<file path="src/rtl/ddr_arb_pkg.sv">
// Shared types for the DDR write arbiter: FSM state encoding and channel-index width helper.
package ddr_arb_pkg;

  typedef enum logic [1:0] {
    ST_IDLE  = 2'd0,
    ST_ISSUE = 2'd1,
    ST_WAIT  = 2'd2
  } arb_state_t;

  // Index width for a channel count; never below 1 bit.
  function automatic int ch_idx_w(input int ch_num);
    return (ch_num > 1) ? $clog2(ch_num) : 1;
  endfunction

endpackage

</file>
<file path="src/rtl/ddr_wr_arbiter_rr_picker.sv">
// Combinational round-robin selector: first pending channel at or after ptr, wrapping.
module rr_picker
  import ddr_arb_pkg::*;
#(
  parameter int CH_NUM = 4,
  parameter int IDX_W  = ch_idx_w(CH_NUM)
) (
  input  logic [CH_NUM-1:0] pending,
  input  logic [IDX_W-1:0]  ptr,
  output logic [IDX_W-1:0]  gnt,
  output logic              any
);

  int idx;

  // NOTE: every always_comb output gets a default first, so no path leaves a latch behind.
  always_comb begin
    gnt = '0;
    any = 1'b0;
    idx = 0;
    for (int k = 0; k < CH_NUM; k++) begin
      idx = (int'(ptr) + k) % CH_NUM;
      if (!any && pending[IDX_W'(idx)]) begin
        any = 1'b1;
        gnt = IDX_W'(idx);
      end
    end
  end

endmodule

</file>
<file path="src/rtl/ddr_wr_arbiter.sv">
// Round-robin sharing of one DDR write engine among CH_NUM address controllers.
// Optional watchdog on the WAIT state: define DDR_ARB_TIMEOUT_EN (adds timeout_err port).
module ddr_wr_arbiter
  import ddr_arb_pkg::*;
#(
  parameter int CH_NUM       = 4,
  parameter int ADDR_WIDTH   = 30,
`ifdef DDR_ARB_TIMEOUT_EN
  parameter int TIMEOUT_CYC  = 2**20,
`endif
  parameter int WR_NUM_WIDTH = 28
) (
  input  logic                           clk,
  input  logic                           rst,
  input  logic [CH_NUM-1:0]              ch_valid,
  input  logic [CH_NUM*ADDR_WIDTH-1:0]   ch_addr,
  input  logic [CH_NUM*WR_NUM_WIDTH-1:0] ch_num,
  output logic [CH_NUM-1:0]              ch_done,
  output logic                           ddr_addr_valid,
  output logic [ADDR_WIDTH-1:0]          ddr_addr,
  output logic [WR_NUM_WIDTH-1:0]        ddr_num,
  input  logic                           ddr_done,
  output logic                           busy,
`ifdef DDR_ARB_TIMEOUT_EN
  output logic                           timeout_err,
`endif
  output logic                           ovf_err
);

  localparam int IDX_W = ch_idx_w(CH_NUM);

  arb_state_t state, state_nxt;

  logic [CH_NUM-1:0]       valid_q;
  logic [CH_NUM-1:0]       req_rise;
  logic [CH_NUM-1:0]       pending;
  logic [CH_NUM-1:0]       issue_clr;
  logic [CH_NUM-1:0]       accept;
  logic [CH_NUM-1:0]       overflow;
  logic [ADDR_WIDTH-1:0]   lat_addr [CH_NUM];
  logic [WR_NUM_WIDTH-1:0] lat_num  [CH_NUM];
  logic [IDX_W-1:0]        rr_ptr;
  logic [IDX_W-1:0]        gnt;
  logic [IDX_W-1:0]        pick_gnt;
  logic                    pick_any;
  logic                    done_q;
  logic                    done_rise;
  logic                    timeout_hit;
  logic                    wait_end;

  rr_picker #(
    .CH_NUM (CH_NUM),
    .IDX_W  (IDX_W)
  ) u_picker (
    .pending (pending),
    .ptr     (rr_ptr),
    .gnt     (pick_gnt),
    .any     (pick_any)
  );

  assign done_rise = ddr_done & ~done_q;
  assign wait_end  = (state == ST_WAIT) && (done_rise || timeout_hit);

  // The granted channel may re-request in its own ISSUE cycle; that set wins over the clear.
  always_comb begin
    issue_clr = '0;
    if (state == ST_ISSUE) issue_clr[gnt] = 1'b1;
  end

  assign accept   = req_rise & (~pending | issue_clr);
  assign overflow = req_rise & pending & ~issue_clr;

  always_comb begin
    state_nxt      = state;
    busy           = 1'b1;
    ddr_addr_valid = 1'b0;
    unique case (state)
      ST_IDLE: begin
        busy = 1'b0;
        if (pick_any) state_nxt = ST_ISSUE;
      end
      ST_ISSUE: begin
        ddr_addr_valid = 1'b1;
        state_nxt      = ST_WAIT;
      end
      ST_WAIT: begin
        if (wait_end) state_nxt = ST_IDLE;
      end
      default: begin
        busy      = 1'b0;
        state_nxt = ST_IDLE;
      end
    endcase
  end

  // NOTE: sequential state uses non-blocking assignments only, so every register samples pre-edge values.
  always_ff @(posedge clk) begin
    if (rst) begin
      state    <= ST_IDLE;
      valid_q  <= '0;
      req_rise <= '0;
      pending  <= '0;
      done_q   <= 1'b0;
      rr_ptr   <= '0;
      gnt      <= '0;
      ch_done  <= '0;
      ddr_addr <= '0;
      ddr_num  <= '0;
      ovf_err  <= 1'b0;
    end else begin
      state    <= state_nxt;
      valid_q  <= ch_valid;
      req_rise <= ch_valid & ~valid_q;
      done_q   <= ddr_done;
      pending  <= (pending & ~issue_clr) | accept;
      ovf_err  <= ovf_err | (|overflow);
      ch_done  <= '0;

      // Command fields are loaded on the way into ISSUE so they are stable during the strobe.
      if (state == ST_IDLE && pick_any) begin
        gnt      <= pick_gnt;
        ddr_addr <= lat_addr[pick_gnt];
        ddr_num  <= lat_num[pick_gnt];
      end

      if (wait_end) begin
        ch_done[gnt] <= 1'b1;
        rr_ptr       <= (gnt == IDX_W'(CH_NUM - 1)) ? '0 : gnt + 1'b1;
      end
    end
  end

  // NOTE: the request holding registers are cleared on reset so a stale address can never be issued.
  always_ff @(posedge clk) begin
    if (rst) begin
      for (int i = 0; i < CH_NUM; i++) begin
        lat_addr[i] <= '0;
        lat_num[i]  <= '0;
      end
    end else begin
      for (int i = 0; i < CH_NUM; i++) begin
        if (accept[i]) begin
          lat_addr[i] <= ch_addr[i*ADDR_WIDTH +: ADDR_WIDTH];
          lat_num[i]  <= ch_num[i*WR_NUM_WIDTH +: WR_NUM_WIDTH];
        end
      end
    end
  end

`ifdef DDR_ARB_TIMEOUT_EN
  localparam int CNT_W = $clog2(TIMEOUT_CYC + 1);

  logic [CNT_W-1:0] wait_cnt;

  // Fires in the TIMEOUT_CYC-th cycle spent in WAIT.
  assign timeout_hit = (state == ST_WAIT) && (wait_cnt == CNT_W'(TIMEOUT_CYC - 1));

  always_ff @(posedge clk) begin
    if (rst) begin
      wait_cnt    <= '0;
      timeout_err <= 1'b0;
    end else begin
      wait_cnt <= (state == ST_WAIT) ? wait_cnt + 1'b1 : '0;
      if (timeout_hit && !done_rise) timeout_err <= 1'b1;
    end
  end
`else
  assign timeout_hit = 1'b0;
`endif

endmodule

</file>
<file path="config.mk">
export PLATFORM = sky130hd
export DESIGN_NAME = ddr_wr_arbiter
export DESIGN_NICKNAME = d
export VERILOG_FILES = /design/src/rtl/ddr_arb_pkg.sv /design/src/rtl/ddr_wr_arbiter_rr_picker.sv /design/src/rtl/ddr_wr_arbiter.sv
export SDC_FILE = /design/constraint.sdc
export NUM_CORES = 1
export LEC_CHECK = 0
export CAP_MARGIN = 20
export CORE_ASPECT_RATIO = 1.2
export CORE_MARGIN = 2
export CORE_UTILIZATION = 50
export DETAILED_ROUTE_END_ITERATION = 12
export GPL_TIMING_DRIVEN = 0
export PLACE_DENSITY = 0.87
export SYNTH_ARGS = -nofsm -noshare
export SYNTH_HDL_FRONTEND = slang
export SYNTH_SLANG_ARGS = --single-unit
export TNS_END_PERCENT = 1
</file>
<file path="constraint.sdc">
create_clock -name clk -period 4.25 [get_ports clk]
set_input_delay 0.85 -clock clk [delete_from_list [all_inputs] [get_ports clk]]
set_output_delay 0.85 -clock clk [all_outputs]
set_load 0.05 [all_outputs]
</file>
## Word level (Yosys, flattened, before mapping)

Memories as Yosys holds them, arrays and structs flattened. A register that Yosys moved wholly into a read port is not among the register bits.
Index checks and enable logic that the tools add are counted.

- Register bits after elaboration: 24
- RAM bits: 232
- Logic and storage cells: 113
- Memories: 2

Memories:

| name | words | bits a word | rd ports | clocked after memory_dff | wr ports | line | text |
|---|---|---|---|---|---|---|---|
| lat_addr | 4 | 30 | 1 | 1 | 4 | ddr_wr_arbiter.sv:40 | `logic [ADDR_WIDTH-1:0] lat_addr [CH_NUM];` |
| lat_num | 4 | 28 | 1 | 1 | 4 | ddr_wr_arbiter.sv:41 | `logic [WR_NUM_WIDTH-1:0] lat_num [CH_NUM];` |

- Add/sub/neg operators: 4
- $lt $le $gt $ge: 6
- Equality and inequality tests: 5
- Mux-type cells: 51
- Bitwise logic cells: 22
- Reduce and logical (&&, ||, !) cells: 14

Operators with widths:

| kind | number |
|---|---|
| $mux W30 | 4 |
| $mux W28 | 4 |
| $mux W1 | 29 |
| $and A4 B4 Y4 | 5 |
| $lt A2 B4 Y1 const B | 4 |
| $mux W2 | 7 |
| $not A4 Y4 | 3 |
| $or A1 B1 Y1 | 9 |
| $bmux W1 S2 | 4 |
| $or A4 B4 Y4 | 2 |
| $logic_and A1 B1 Y1 | 6 |
| $pmux W2 S3 | 1 |
| $add A2 B1 Y2 const B | 2 |
| $add A2 B2 Y2 const B | 2 |
| $eq A2 B2 Y1 const B | 2 |
| $mux W4 | 1 |
| $ne A2 B2 Y1 const B | 2 |
| $reduce_or A2 Y1 | 2 |
| $reduce_or A4 Y1 | 1 |
| $logic_not A1 Y1 | 3 |
| $lt A2 B3 Y1 const B | 1 |
| $demux W1 S2 | 1 |
| $eq A2 B1 Y1 const B | 1 |
| $ge A2 B1 Y1 const B | 1 |
| 4 further kinds | 5 |

## Longest topological paths before layout

- Depth in word-level cells: 15
- Gate-level depth with buffers: 8

## By module

Synthesis repeated with hierarchy kept, for this count alone.

- Cells, all modules: 807
- Area total of the unflattened synthesis: 12,700.9 um^2

By module, submodules not included:

| module | times used | cells an instance | area an instance (um^2) | seq. area each (um^2) |
|---|---|---|---|---|
| ddr_wr_arbiter | 1 | 792 | 12,623.4 | 8,608.3 |
| rr_picker | 1 | 15 | 77.6 | 0.0 |

## Worst setup path before layout

No wires, ideal clock.

- Path type: in2reg
- From: input port rst
- To: memory lat_addr[0][0], enable pin
- Library setup time: 0.425 ns
- Arrival: 2.843 ns
- Setup slack: 0.982 ns
- Cell stages on the path: 3
- Cell sequence: clkbuf_1 -> clkbuf_1 -> nand2b_1

RTL lines:

| element | line | text |
|---|---|---|
| from (decl) | ddr_wr_arbiter.sv:14 | `input logic rst,` |
| to (decl) | ddr_wr_arbiter.sv:40 |  |

## Worst setup path after layout

- From: register state[0]
- To: output port busy

- Longest elaborated chain between the ends: 3
- Elaborated cells on any way between the ends: 4
- Classes of those cells: eq/ne: 2; mux: 1; reduce/logical: 1

Ends and longest elaborated chain:

| element | line | text |
|---|---|---|
| from (decl) | ddr_wr_arbiter.sv:32 | `arb_state_t state, state_nxt;` |
| from (signal assigned) | ddr_wr_arbiter.sv:111 | `state <= state_nxt;` |
| $eq A2 B2 Y1 / $eq A2 B1 Y1 (equally long branches) | ddr_wr_arbiter.sv:77 | `unique case (state)` |
| $reduce_or A2 Y1 (no line) (*) | - |  |
| $mux W1 (*) | ddr_wr_arbiter.sv:77 |  |
| to (decl) | ddr_wr_arbiter.sv:23 | `output logic busy,` |

Every way passes the cells marked *; elsewhere a longest branch is shown, timed or not.

==> flow_summary.html <==
<table>
<tr><th>Metric</th><th>Value</th></tr>
<tr><th colspan="2">Critical path</th></tr>
<tr><td>Critical R2R Launch</td><td>state[1]</td></tr>
<tr><td>Critical path launch point</td><td>state[0]</td></tr>
<tr><td>Critical path capture point type</td><td>output pin</td></tr>
<tr><td>Register-to-Register Path Depth</td><td>8</td></tr>
<tr><td>Reg2reg setup slack</td><td>between 1000 and 1500 ps</td></tr>
<tr><td>Data required time at the worst endpoint</td><td>about 3400 ps</td></tr>
<tr><td>Start-to-end type of the worst setup path</td><td>flop to output pin</td></tr>
<tr><td>Data arrival at the endpoint of the critical path</td><td>approximately 2100 ps</td></tr>
<tr><td>Worst Setup EP</td><td>busy</td></tr>
<tr><td>Maximum fanout count along the critical path</td><td>3</td></tr>
<tr><td>Reg-to-reg endpoint</td><td>lat_addr[3][25]</td></tr>
<tr><td>Startpoint class of the critical path</td><td>flop</td></tr>
<tr><th colspan="2">CTS</th></tr>
<tr><td>Post CTS Setup Buffer Count</td><td>0</td></tr>
<tr><td>Clock H-tree levels</td><td>1</td></tr>
<tr><td># resized after CTS</td><td>0</td></tr>
<tr><td>TritonCTS clock tree</td><td>done</td></tr>
<tr><td>Number of buffers on the longest clock path</td><td>3</td></tr>
<tr><td>Number of CTS-inserted buffers</td><td>31</td></tr>
<tr><td>Insertion delay of the later-clocked pin in the worst-skew pair</td><td>between 500 and 600 ps</td></tr>
<tr><td>Total number of clock tree sinks</td><td>approximately 310</td></tr>
<tr><td>Root buffer selected by CTS</td><td>sky130_fd_sc_hd__clkbuf_16</td></tr>
<tr><td>Count of hold-fix buffers inserted at cts</td><td>0</td></tr>
<tr><td>Clock-pin transition on the worst setup and hold timing paths</td><td>~60 ps</td></tr>
<tr><th colspan="2">Logic synthesis</th></tr>
<tr><td>Seq cells post-synth</td><td>314</td></tr>
<tr><td>Async set or reset register ratio after synthesis</td><td>0</td></tr>
<tr><td>Area contributors post-synth</td><td>sky130_fd_sc_hd__edfxtp_1, sky130_fd_sc_hd__dfxtp_1, sky130_fd_sc_hd__and2_1</td></tr>
<tr><td>Number of library cell types mapped by synthesis</td><td>39</td></tr>
<tr><td>Synth top cells by count</td><td>sky130_fd_sc_hd__and2_1, sky130_fd_sc_hd__edfxtp_1, sky130_fd_sc_hd__dfxtp_1, sky130_fd_sc_hd__mux2i_1, sky130_fd_sc_hd__a22o_1</td></tr>
<tr><td>Netlist area before placement</td><td>12,900 sq um</td></tr>
<tr><td>Most instantiated flip-flop cell in the synthesis netlist</td><td>sky130_fd_sc_hd__edfxtp_1</td></tr>
<tr><td>Number of enable flip-flop cells after synthesis</td><td>between 200 and 250</td></tr>
<tr><td>Top cell type by total area after synthesis</td><td>sky130_fd_sc_hd__edfxtp_1</td></tr>
<tr><td>Synth Net Count</td><td>roughly 1,100</td></tr>
<tr><td>Sequential-to-total area share from yosys stat</td><td>0.667</td></tr>
<tr><td>Most numerous cell in the Yosys netlist</td><td>sky130_fd_sc_hd__and2_1</td></tr>
<tr><td>Area share of the largest cell type after synthesis</td><td>0.540</td></tr>
<tr><td>Warnings, synthesis</td><td>0</td></tr>
<tr><td>Post-synthesis area per instance</td><td>between 15 and 20 sq um</td></tr>
<tr><td>Gate count after technology mapping</td><td>~850</td></tr>
<tr><th colspan="2">Pwr</th></tr>
<tr><td>Internal</td><td>around 5800 uW</td></tr>
<tr><td>Pwr dens</td><td>446 nW/um^2</td></tr>
<tr><td>Maximum vdd drop</td><td>around 0.0004 V</td></tr>
<tr><td>Sw Ratio</td><td>0.254</td></tr>
<tr><td>Portion of total power attributed to the clock network</td><td>0.358</td></tr>
<tr><td>Portion of total power attributed to sequential cells</td><td>0.465</td></tr>
<tr><td>Leakage power</td><td>0.00681 uW</td></tr>
<tr><td>Gate power share</td><td>0.177</td></tr>
<tr><td>Net switching power figure</td><td>just under 2000 uW</td></tr>
<tr><th colspan="2">STA</th></tr>
<tr><td>Transition time at the pin with the least slew margin</td><td>~700 ps</td></tr>
<tr><td>Setup repair after global routing missed its margin</td><td>no</td></tr>
<tr><td>Period utilization</td><td>0.688</td></tr>
<tr><td>Worst-case setup margin in the final layout</td><td>1330 ps</td></tr>
<tr><td>Final count of hold timing violations</td><td>0</td></tr>
<tr><td>Max Transition Viols Final</td><td>0</td></tr>
<tr><td>Clock Skew</td><td>15.8 ps</td></tr>
<tr><td>Hold slack final</td><td>approximately 390 ps</td></tr>
<tr><td>Worst slew margin</td><td>0.543</td></tr>
<tr><td>Maximum clock rate</td><td>about 340 MHz</td></tr>
<tr><td>Period minus WS final</td><td>2920 ps</td></tr>
<tr><td>Number of failing setup endpoints in the final timing report</td><td>0</td></tr>
<tr><th colspan="2">Placement</th></tr>
<tr><td>Global placer's final weighted congestion</td><td>~0.84</td></tr>
<tr><td>Port Buffers</td><td>between 300 and 400</td></tr>
<tr><td>Placed cells</td><td>1,481</td></tr>
<tr><td>Worst setup slack after placement</td><td>approximately 1300 ps</td></tr>
<tr><td>HPWL reported at the end of detailed placement</td><td>~25 mm</td></tr>
<tr><td>Cell area reported after detailed placement</td><td>16,500 sq um</td></tr>
<tr><th colspan="2">Detailed routing</th></tr>
<tr><td>Routed WL</td><td>roughly 36 mm</td></tr>
<tr><td>Number of design rule violations left after detail routing</td><td>0</td></tr>
<tr><td>First DRT Iteration DRCs</td><td>between 400 and 500</td></tr>
<tr><td>Antenna viol nets, final</td><td>0</td></tr>
<tr><td>Initial DRT Pass Iterations</td><td>5</td></tr>
<tr><td>Vias after detailed routing</td><td>8,537</td></tr>
<tr><td>Detailed route wirelength on metal2</td><td>around 19 mm</td></tr>
<tr><td>Number of vias per cell after detailed routing</td><td>about 5.5</td></tr>
<tr><td>Met3 routed WL</td><td>~2.9 mm</td></tr>
<tr><td>Routed WL per cell</td><td>approximately 23 um</td></tr>
<tr><td>Uppermost signal routing layer after detailed routing</td><td>met4</td></tr>
<tr><td>WL met1</td><td>roughly 13 mm</td></tr>
<tr><th colspan="2">Die</th></tr>
<tr><td>DIE WIDTH</td><td>about 150 um</td></tr>
<tr><td>Core region area</td><td>~25,000 sq um</td></tr>
<tr><td>Total I/O pin count</td><td>approximately 300</td></tr>
<tr><td>Effective utilization at floorplan</td><td>0.507</td></tr>
<tr><td>Y dimension of the die</td><td>~180 um</td></tr>
<tr><td>Num rows</td><td>between 60 and 70</td></tr>
<tr><td>Die Outline Area</td><td>approximately 27,000 sq um</td></tr>
<tr><th colspan="2">Layout</th></tr>
<tr><td>Fin nets</td><td>about 1,400</td></tr>
<tr><td>Final Cell Area</td><td>roughly 18,000 sq um</td></tr>
<tr><td>Layout cells sized above 1</td><td>0.0720</td></tr>
<tr><td>Area added between synthesis and finish</td><td>35.6%</td></tr>
<tr><td>Final core occ</td><td>0.687</td></tr>
<tr><td>Non-Filler Instances</td><td>1,539</td></tr>
<tr><th colspan="2">Global routing</th></tr>
<tr><td>First-pass GRT wire length</td><td>around 53 mm</td></tr>
<tr><td>Vias in the first global route</td><td>around 9,200</td></tr>
<tr><td>Antenna violations before repair</td><td>1</td></tr>
<tr><td>Leftover overflow at the end of global routing</td><td>0</td></tr>
<tr><td>Pin count of the biggest net entering global routing</td><td>40</td></tr>
<tr><td>Total global-route track usage</td><td>0.264</td></tr>
<tr><th colspan="2">Status</th></tr>
<tr><td>Outcome</td><td>complete, no violations</td></tr>
<tr><th colspan="2">Worst hold path</th></tr>
<tr><td>Worst Hold Class</td><td>flop to flop</td></tr>
<tr><th colspan="2">Flow run</th></tr>
<tr><td>Maximum capacitance violations</td><td>0</td></tr>
</table>
power by group through the flow:
| stage | Clock (uW) | Sequential [uW] | Combinational (uW) |
|---|---|---|---|
| final | 2790 | 3630 | 1380 |
| after detailed placement | 0 | 3690 | 1380 |
| after global routing | 2930 | 3650 | 1450 |
| after global placement | 0 | 3690 | 1340 |
| after CTS | 2820 | 3630 | 1390 |
| after floorplan | 0 | 3920 | 524 |
through the flow:
| step | total power, uW | TNS [ps] |
|---|---|---|
| 6_report | 7800 | 0 |
| 5_1_grt | 8030 | 0 |
| 3_5_place_dp | 5070 | 0 |
| 4_1_cts | 7830 | 0 |
| 2_1_floorplan | 4450 | 0 |
| 3_3_place_gp | 5030 | -98660 |
final cells by class:
cell class                 count  area [sq um]
clock inverter                 8           141
tap                          330           413
buffer                        53           328
sequential                   314          8610
timing repair buffer         306          3110
clock buffer                  49           893
multi-input combinational    473          3990
inverter                       5          18.8
antenna                        1          2.50
fill                        1705          7960
worst max-delay path: stages (launching register included):
cell                              delay (ps)
sky130_fd_sc_hd__dfxtp_1                 370
sky130_fd_sc_hd__inv_1                    80
sky130_fd_sc_hd__ha_1                    290
sky130_fd_sc_hd__clkdlybuf4s50_1         800
state kept, by name, indices dropped and copies added, names as in the netlist:
signal,flops
ch_done,4
ddr_addr,30
ddr_num,28
done_q,1
gnt,2
lat_addr,120
lat_num,112
ovf_err,1
pending,4
req_rise,4
rr_ptr,2
state,2
valid_q,4
cells by family (layout without fill, tap and decap cells):
| family | count (synthesis) | in the layout | share of synthesized area |
|---|---|---|---|
| AO/OA/AOI/OAI | 81 | 81 | 0.0521 |
| AND/OR/NAND/NOR | 305 | 305 | 0.141 |
| multiplexers | 80 | 80 | 0.107 |
| flip-flops | 314 | 314 | 0.667 |
| buffers and inverters | 58 | 421 | 0.0268 |
| adder cells (fa/ha/maj) | 7 | 7 | 0.00678 |
| other | 0 | 1 | 0 |
per-layer routing:
| metal | GRT usage | vias up |
|---|---|---|
| li1 | - | 3794 |
| met1 | 0.310 | 4236 |
| met2 | 0.479 | 426 |
| met3 | 0.0443 | 81 |
| met4 | 0.0972 | 0 |
| met5 | 0 | - |
layout by cell type (no fill, tap or decap), types with 2 or more instances in the layout:
cell type	count
sky130_fd_sc_hd__edfxtp_1	232
sky130_fd_sc_hd__nand2b_4	4
sky130_fd_sc_hd__clkbuf_8	5
sky130_fd_sc_hd__and2_1	237
sky130_fd_sc_hd__buf_6	9
sky130_fd_sc_hd__mux4_1	25
sky130_fd_sc_hd__nor2b_1	10
sky130_fd_sc_hd__nand2_1	17
sky130_fd_sc_hd__dfxtp_1	82
sky130_fd_sc_hd__ha_1	7
sky130_fd_sc_hd__clkinv_2	2
sky130_fd_sc_hd__a21boi_0	3
sky130_fd_sc_hd__buf_12	5
sky130_fd_sc_hd__clkbuf_1	46
sky130_fd_sc_hd__a22o_1	39
sky130_fd_sc_hd__a21oi_1	9
sky130_fd_sc_hd__nor2_1	21
sky130_fd_sc_hd__mux4_2	14
sky130_fd_sc_hd__clkdlybuf4s50_1	302
sky130_fd_sc_hd__bufinv_16	4
sky130_fd_sc_hd__nand2b_1	8
sky130_fd_sc_hd__buf_2	5
sky130_fd_sc_hd__buf_4	2
sky130_fd_sc_hd__inv_1	5
sky130_fd_sc_hd__nor3_1	3
sky130_fd_sc_hd__a2bb2oi_1	3
sky130_fd_sc_hd__o221ai_1	16
sky130_fd_sc_hd__clkbuf_16	31
sky130_fd_sc_hd__mux2i_1	41
sky130_fd_sc_hd__o21ai_1	3
worst min path at each step:
stage	from	to	slack, ps	cells past startpoint
floorplan	valid_q[0]	req_rise[0]	370	1
global placement	valid_q[2]	req_rise[2]	370	1
detailed placement	valid_q[0]	req_rise[0]	380	1
CTS	valid_q[0]	req_rise[0]	390	1
global route	valid_q[0]	req_rise[0]	390	1
finish	valid_q[2]	req_rise[2]	390	1
No activity file was read; power rests on OpenSTA's default activity.
==> RTL change: new RTL, same flow settings <==
The option `DDR_ARB_TIMEOUT_EN` is turned on by a define.
--- a/src/rtl/ddr_wr_arbiter.sv
+++ b/src/rtl/ddr_wr_arbiter.sv
@@ -1,5 +1,7 @@
 // Round-robin sharing of one DDR write engine among CH_NUM address controllers.
 // Optional watchdog on the WAIT state: define DDR_ARB_TIMEOUT_EN (adds timeout_err port).
+`define DDR_ARB_TIMEOUT_EN
+
 module ddr_wr_arbiter
   import ddr_arb_pkg::*;
 #(
Check against the original RTL (old outputs only; new: timeout_err): no difference found for any inputs over 4 cycles, from zero or initial values and one cycle with rst high; that may be too few to reach the edited logic, so the function may still have changed.
==> RTL change against the original RTL <==
- sequential share of layout area fell by 1.5 points
- setup slack got worse by 0.77 ns
- synthesized area rose by 11%
- wire length rose by 18%
- critical path type is now in -> reg
- first-iteration DRC count rose by 87%
- sequential cell count rose by 22
- die area rose by 11%
- utilization fell by 1.1 points
- design area rose by 8.5%
- power rose by 9.7%
- global-route usage rose by 1.8 points
- fmax fell by 21%
==> RTL change: results (changes against the original RTL) <==
| Metric | Value |
|---|---|
| Status | complete, no violations (unchanged) |
| Max VDD drop | 0.000307 V (was 0.000399 V) |
| CP arrival | 3.83 ns (was 2.07 ns) |
| Post-CTS Setup Bufs | 0 (unchanged) |
| Post-cts sizing count | 0 (unchanged) |
| Seq/Total Area, Yosys | 63.2% (was 66.7%) |
| Nets | 1701 (was 1430) |
| RePlAce Congestion | 0.841 (was 0.837) |
| Clock skew | 0.0162 ns (was 0.0158 ns) |
| Layout cell share with drive strength beyond 1 | 5.47% (was 7.20%) |
| Max_slew headroom | 34.8% (was 54.3%) |
| R2R depth | 8 (unchanged) |
| Clk slew on worst S/H paths | 0.06 ns (about the same) |
| Drt total wl | 42.3 mm (was 35.9 mm) |
| Number of port buffers | 304 (was 302) |
| TritonCTS Buffers | 35 (was 31) |
| Global Route Usage Sum | 28.2% (was 26.4%) |
| Pin count of the biggest net entering global routing | 59 (was 40) |
| EDFF count, synth | 232 (unchanged) |
| Hold WC Path Type | reg -> reg (unchanged) |
| DRT Pass-1 Iters | 6 (was 5) |
| Synth area leaders | edfxtp_1, dfxtp_1, and2_1 (unchanged) |
| Initial antenna violation count | 7 (was 1) |
| Clock Root Buffer | clkbuf_16 (unchanged) |
| Syn nets | 1360 (was 1091) |
| Yosys warns | 0 (unchanged) |
| H-tree depth | 2 (was 1) |
| Top Registers | lat_addr: 120 flops, lat_num: 112 flops, ddr_addr: 30 flops (unchanged) |
| Share of flip-flops with an asynchronous set or reset | 0% (unchanged) |
| Bufs on Longest Clock Path | 3 (unchanged) |
| Drt first-iter violations | 855 (was 458) |
| Cell variety after synth | 49 (was 39) |
| Vias | 10556 (was 8537) |
| Crit-path slowest cell | nand2b_4 (was clkdlybuf4s50_1) |
| Sw frac | 28.3% (was 25.4%) |
| First-pass GRT wire length | 62.5 mm (was 53.0 mm) |
| Top cells by count, synth | and2_1, edfxtp_1, dfxtp_1, mux2i_1, nor2_1 (was and2_1, edfxtp_1, dfxtp_1, mux2i_1, a22o_1) |
| Slowest Stage Delay on Critical Path | 0.79 ns |
| Static leakage | 7.17 nW (was 6.81 nW) |
| Clock Latency Late Sink | 0.52 ns (was 0.55 ns) |
| Detail Placement HPWL | 29.5 mm (was 24.8 mm) |
| Largest Register | lat_addr (unchanged) |
| Worst Hold Path Cells | 1 (unchanged) |
| Setup WS pre-CTS | 0.0465 ns (was 1.33 ns) |
| Worst-path fanout max | 58 (was 3) |
RTL change: changes by cell type after synthesis, moves of 22 or more:
cell / before / now
mux4_1: 25 / 0
and4_1: 0 / 34
a22o_1: 39 / 0
mux2i_1: 41 / 78
dfxtp_1: 82 / 104
clkbuf_1: 33 / 59
nor2_1: 21 / 73
a2111oi_1: 0 / 31
nand3b_1: 1 / 26
a211oi_1: 0 / 32
RTL change: worst max-delay path: cells and delay by family:
| family | cells | cell delay [ns] |
|---|---|---|
| buf+inv | 4 | 2.04 |
| simple gates | 1 | 0.79 |
RTL change: cell families after synthesis:
group                    after synthesis  share of synthesized area, %
AND/OR/NAND/NOR                      452                          19.0
flip-flops                           336                          63.2
buffers and inverters                 91                          2.88
multiplexers                          78                          5.45
AO/OA/AOI/OAI                        129                          7.62
adder cells (fa/ha/maj)                8                         0.699
XOR/XNOR                              19                          1.16
RTL change: routing by layer:
layer | wire, um | up-vias | GRT usage [%]
met4 | 2130 | 0 | 15.4
met5 | 0 | - | 0
met1 | 15500 | 5120 | 33.3
met3 | 3320 | 117 | 5.31
li1 | - | 4771 | -
met2 | 21400 | 548 | 48.2
RTL change: final timing paths:
path / from / slack (ns) / to
min: valid_q[0]$_SDFF_PP0_ / 0.39 / req_rise[0]$_SDFF_PP0_
min reg2reg: valid_q[0]$_SDFF_PP0_ / 0.39 / req_rise[0]$_SDFF_PP0_
max: rst / 0.55 / lat_num[2][11]$_SDFFCE_PN0P_
max reg2reg: state[1]$_SDFFE_PP0P_ / 1.46 / lat_addr[0][25]$_SDFFCE_PN0P_
RTL change: through the flow:
stage	cells	area (um^2)	power, W	hold slack (ns)
2_1_floorplan	1113	14300	0.00491	0.367
3_3_place_gp	1796	17800	0.00561	0.374
3_5_place_dp	1796	17900	0.00566	0.381
4_1_cts	1860	19000	0.00856	0.387
5_1_grt	1866	19000	0.00880	0.403
6_report	1867	19000	0.00856	0.387
RTL change: power groups by stage:
stage | Combinational [W] | Sequential, W | Clock (W)
finish | 0.00171 | 0.00390 | 0.00295
floorplan | 0.000614 | 0.00429 | 0
detailed placement | 0.00169 | 0.00396 | 0
global placement | 0.00165 | 0.00396 | 0
global route | 0.00179 | 0.00392 | 0.00308
CTS | 0.00170 | 0.00390 | 0.00296
RTL change: layout make-up:
cell class,count,area [um^2]
fillers,1999,9090
flip-flops and latches,336,9050
multi-input cells,686,4900
repair buffers,304,3040
clock buffers,51,998
well taps,379,474
plain buffers,80,372
clock inverters,13,98.8
inverters,11,41.3
diodes,7,17.5
